File: config.mk
export PLATFORM = sky130hd
export DESIGN_NAME = hazard_control
export DESIGN_NICKNAME = d
export VERILOG_FILES = /design/src/rtl/lc3b_types.sv /design/src/rtl/hazard_perf_counter.sv /design/src/rtl/hazard_control.sv
export SDC_FILE = /design/constraint.sdc
export NUM_CORES = 1
export LEC_CHECK = 0
export BUFFER_PORTS_ARGS = -buffer_cell sky130_fd_sc_hd__buf_2
export CAP_MARGIN = 15
export CORE_ASPECT_RATIO = 0.5
export CORE_MARGIN = 2
export CORE_UTILIZATION = 40
export CTS_CLUSTER_DIAMETER = 200
export DETAILED_ROUTE_END_ITERATION = 10
export GPL_TIMING_DRIVEN = 0
export MAX_ROUTING_LAYER = met4
export PLACE_DENSITY = 0.66
export RECOVER_POWER = 25
export SKIP_CTS_REPAIR_TIMING = 1
export SYNTH_ARGS = -nofsm -noshare
export SYNTH_HDL_FRONTEND = slang
export SYNTH_SLANG_ARGS = --single-unit
File: constraint.sdc
create_clock -name clk -period 1.7 [get_ports clk]
set_input_delay 0.255 -clock clk [delete_from_list [all_inputs] [get_ports clk]]
set_output_delay 0.255 -clock clk [all_outputs]
set_load 0.1 [all_outputs]
File: src/rtl/lc3b_types.sv
// rtl/lc3b_types.sv - shared LC-3b pipeline types
package lc3b_types;

    typedef logic [2:0] lc3b_reg;

    typedef enum logic {
        RUN   = 1'b0,
        DRAIN = 1'b1
    } hazard_state_t;

endpackage

File: src/rtl/hazard_perf_counter.sv
// rtl/hazard_perf_counter.sv - wrapping performance counter with increment enable
module hazard_perf_counter #(
    parameter int CNT_W = 16
) (
    input  logic             clk,
    input  logic             reset_n,
    input  logic             i_inc,
    output logic [CNT_W-1:0] o_count
);

    logic [CNT_W-1:0] r_count;

    always_ff @(posedge clk or negedge reset_n) begin
        if (!reset_n) begin
            r_count <= '0;
        end else if (i_inc) begin
            r_count <= r_count + 1'b1;
        end
    end

    assign o_count = r_count;

endmodule

File: src/rtl/hazard_control.sv
// rtl/hazard_control.sv - LC-3b pipeline hazard controller
// Resolves load-use, memory wait-state and taken-branch hazards; drains stale fetches.
module hazard_control
    import lc3b_types::*;
#(
    parameter int CNT_W = 16
) (
    input  logic             clk,
    input  logic             reset_n,
    input  lc3b_reg          sr1_ID,
    input  lc3b_reg          sr2_ID,
    input  logic             sr1_used_ID,
    input  logic             sr2_used_ID,
    input  logic             memread_EX,
    input  logic             regwrite_EX,
    input  lc3b_reg          destreg_EX,
    input  logic             dmem_read,
    input  logic             dmem_write,
    input  logic             dmem_resp,
    input  logic             imem_read,
    input  logic             imem_resp,
    input  logic             branch_taken_MEM,
    output logic             stall_IF,
    output logic             stall_ID,
    output logic             stall_EX,
    output logic             stall_MEM,
    output logic             bubble_ID,
    output logic             bubble_EX,
    output logic             bubble_WB,
    output logic             flush_IF_ID,
    output logic             flush_ID_EX,
    output logic             flush_EX_MEM,
    output logic             pc_redirect,
    output logic             imem_discard,
    output logic [CNT_W-1:0] stall_cycles,
    output logic [CNT_W-1:0] flush_count
);

    hazard_state_t r_state;
    hazard_state_t w_next_state;
    logic          w_dmem_busy;
    logic          w_imem_busy;
    logic          w_load_use;
    logic          w_flush_inc;

    assign w_dmem_busy = (dmem_read | dmem_write) & ~dmem_resp;
    assign w_imem_busy = imem_read & ~imem_resp;
    assign w_load_use  = memread_EX & regwrite_EX & (destreg_EX != 3'd0) &
                         ((sr1_used_ID & (sr1_ID == destreg_EX)) |
                          (sr2_used_ID & (sr2_ID == destreg_EX)));

    always_ff @(posedge clk or negedge reset_n) begin
        if (!reset_n) begin
            r_state <= RUN;
        end else begin
            r_state <= w_next_state;
        end
    end

    always_comb begin
        stall_IF     = 1'b0;
        stall_ID     = 1'b0;
        stall_EX     = 1'b0;
        stall_MEM    = 1'b0;
        bubble_ID    = 1'b0;
        bubble_EX    = 1'b0;
        bubble_WB    = 1'b0;
        flush_IF_ID  = 1'b0;
        flush_ID_EX  = 1'b0;
        flush_EX_MEM = 1'b0;
        pc_redirect  = 1'b0;
        imem_discard = 1'b0;
        w_flush_inc  = 1'b0;
        w_next_state = r_state;
        if (w_dmem_busy) begin
            // A data wait freezes the whole pipe, including any pending redirect.
            stall_IF  = 1'b1;
            stall_ID  = 1'b1;
            stall_EX  = 1'b1;
            stall_MEM = 1'b1;
            bubble_WB = 1'b1;
        end else if (r_state == DRAIN) begin
            stall_IF  = 1'b1;
            bubble_ID = 1'b1;
            if (imem_resp) begin
                imem_discard = 1'b1;
                w_next_state = RUN;
            end
        end else if (branch_taken_MEM) begin
            flush_IF_ID  = 1'b1;
            flush_ID_EX  = 1'b1;
            flush_EX_MEM = 1'b1;
            pc_redirect  = 1'b1;
            w_flush_inc  = 1'b1;
            if (w_imem_busy) begin
                w_next_state = DRAIN;
            end
        end else if (w_load_use) begin
            stall_IF  = 1'b1;
            stall_ID  = 1'b1;
            bubble_EX = 1'b1;
        end else if (w_imem_busy) begin
            stall_IF  = 1'b1;
            bubble_ID = 1'b1;
        end
    end

    hazard_perf_counter #(.CNT_W(CNT_W)) u_stall_cnt (
        .clk     (clk),
        .reset_n (reset_n),
        .i_inc   (stall_IF),
        .o_count (stall_cycles)
    );

    hazard_perf_counter #(.CNT_W(CNT_W)) u_flush_cnt (
        .clk     (clk),
        .reset_n (reset_n),
        .i_inc   (w_flush_inc),
        .o_count (flush_count)
    );

endmodule

==> results.cfg <==
[worst_hold_path]
hp-class = in -> async

[clock_network]
clk_pin_slew_ns = 0.07
cts_buffer_depth = 2
tritoncts = built
clkSinkCount = 33
root_buffer = clkbuf_8
htreeDepth = 2
clk_latency_ns = 0.28
cts_buffers = 5

[place]
io_buffers = 64
dp_hpwl_um = 2880
place_ws_ns = -0.536
place_area_um2 = 2270
place_congestion = 0.823

[floorplanning]
fp.dieH_um = 50.3
pin_count = 65
start_util_pct = 42.8
die-width_um = 96.6
fp.coreArea_um2 = 4000
die_area_um2 = 4860
rows = 16

[worst_setup_path]
worst_path_dominant_cell_family = buffers and inverters
cp_max_fo = 6
slowest_delay_ns = 0.42
r2r_cells = 5
cp-end-kind = primary output
crit_buf_inv = 3
worstSetupPathType = in -> out
path_cells = buf_4 -> xnor2_2 -> nand4_1 -> a211o_4 -> buf_8 -> nor3_4 -> buf_12
slowest_stage = a211o_4
cp-start-kind = input pin
cp.required_ns = 1.44
rrSetupSlack_ns = 0.07
arrival_ns = 1.61
r2r_start = u_flush_cnt.o_count[3]
reg2reg_to = u_flush_cnt.o_count[12]

[drt]
routedWlPerCell_um = 14.3
firstDrtPassIters = 4
drc = 0
drt_wl_total_um = 4240
drtIter0Drc = 45
viasPerCell = 4.95
via_count = 1470
final_antenna_net_count = 0

[synthesis]
yosysSeqAreaShare_pct = 48.1
ys_seq_elements = 33
syn_avg_cell_area_um2 = 10.7
syn-cell-area_um2 = 1720
synth_edf_count = 0
synth-main-ff-cell = dfrtp_1
yosysUniqueCellTypes = 32
synthArstFlopShare_pct = 100
synth_nets = 184
synth_warnings = 0
syn-instance-count = 161

[finish]
nFillCells = 309
layout-drive-gt1-share_pct = 55.1
design_area_um2 = 2640
seq_area_um2 = 876
area_growth_pct = 54.1
diodes = 0
layout.nets = 265
multi_input_comb_area_um2 = 965
final_util_pct = 66.0

[global_route]
grt_pass1_wl_um = 6700
grt_usage_pct = 17.7
grt_pass1_vias = 1466
overflow = 0
antenna_found_initial = 0
grt_max_degree = 34

[sta]
period_share_pct = 110
skew_ns = 0.00913
worst_slack_ns = -0.168
final.setup.tns_ns = -0.319
slew_violations = 0
setup_viol = 2
fin_crit_ns = 1.87
final_hold_viol_count = 0
fmax_mhz = 535
relSlewSlack_pct = 44.8
rsz0062_at_grt = yes
worst_pin_slew_ns = 0.828

[power]
max-vdd-ir-drop_mv = 1.24
power.density_nw_per_um2 = 1670
leakagePower_nw = 1.23

[run_status]
status = finished with violations
violations = setup timing

[job]
max_cap_viol_count = 0
## cells in the final DEF (no fill, tap or decap), types with 2 or more instances in the layout
cell / instances
buf_2: 50
mux2_2: 2
dfrtp_4: 9
buf_4: 13
nand3_1: 12
xnor2_2: 5
a21oi_1: 11
clkbuf_8: 5
ha_1: 2
dfrtp_1: 11
nand4_1: 8
xnor2_1: 9
nor3b_4: 2
dfrtp_2: 13
xor2_1: 22
clkinv_2: 2
buf_12: 9
a2111oi_2: 3
and3_1: 6
and2_1: 2
nand2_1: 10
nor2_1: 8
inv_1: 2
buf_6: 7
## cell families (layout without fill, tap and decap cells)
group	after synthesis	in the layout	synth area share, %
mux	2	2	1.31
compound gates	22	22	8.90
xor+xnor	36	36	18.4
flops	33	33	48.1
fa+ha+maj	2	2	1.46
simple gates	55	55	18.2
buf+inv	11	93	3.57
## worst max path at each step
stage	endpoint	start	cells past startpoint
6_report	bubble_EX	destreg_EX[2]	7
5_1_grt	bubble_EX	destreg_EX[2]	7
4_1_cts	flush_ID_EX	r_state	4
3_5_place_dp	bubble_EX	destreg_EX[1]	7
3_3_place_gp	bubble_EX	destreg_EX[1]	7
2_1_floorplan	u_flush_cnt.o_count[1]	dmem_write	4
## registers in the layout, summed over array words and instances, names as in the netlist
name                 flops
u_flush_cnt.o_count     16
r_state                  1
u_stall_cnt.o_count     16
## through the flow
stage                     hold WS (ns)  power (mW)  std cells
after floorplan                -0.0406        3.33        161
after global placement           0.366        3.70        279
after detailed placement         0.372        3.74        279
after CTS                       0.0644        4.31        287
after global routing             0.135        4.61        297
final                           0.0630        4.43        297
## worst reg2reg max path, delay by kind of cell (launching register included)
family                    cells  cell delay [ns]
xor gates and xnor gates      1             0.15
and+or+nand+nor               4             0.98
DFF                           1             0.44
## Yosys cell counts (all sizes together) (2+ instances only)
cell type	count	area, µm²
a2111oi	3	35.0
and2	2	12.5
a21oi	11	55.1
nor2	8	30.0
clkbuf	2	7.51
nor3	2	10.0
xnor2	14	123
dfrtp	33	826
xor2	22	193
nor3b	2	25.0
buf	6	42.5
nand3	13	65.1
and3	6	37.5
nand4	8	50.1
nand2	11	41.3
inv	3	11.3
mux2	2	22.5
ha	2	25.0
## cell type report
type	instances	share of cell area (%)
Clock buffer	6	2.74
Multi-Input combinational cell	117	36.5
Timing Repair Buffer	75	20.4
Inverter	3	0.710
Buffer	7	3.60
Tap cell	54	2.56
Clock inverter	2	0.379
Sequential cell	33	33.1
## per-layer routing
metal	share of wire, %	vias up	global-route usage [%]
met3	3.4	4	4.46
li1	-	722	-
met1	46	718	21.1
met5	0	-	-
met2	50	26	30.1
met4	0.68	0	5.87
## where the power goes
| part | internal (mW) | leakage [nW] | switching, mW |
|---|---|---|---|
| Clock | 0.284 | 0.0450 | 0.290 |
| Combinational | 0.502 | 0.794 | 2.00 |
| Sequential | 1.08 | 0.391 | 0.279 |
No activity file was read; power rests on OpenSTA's default activity.
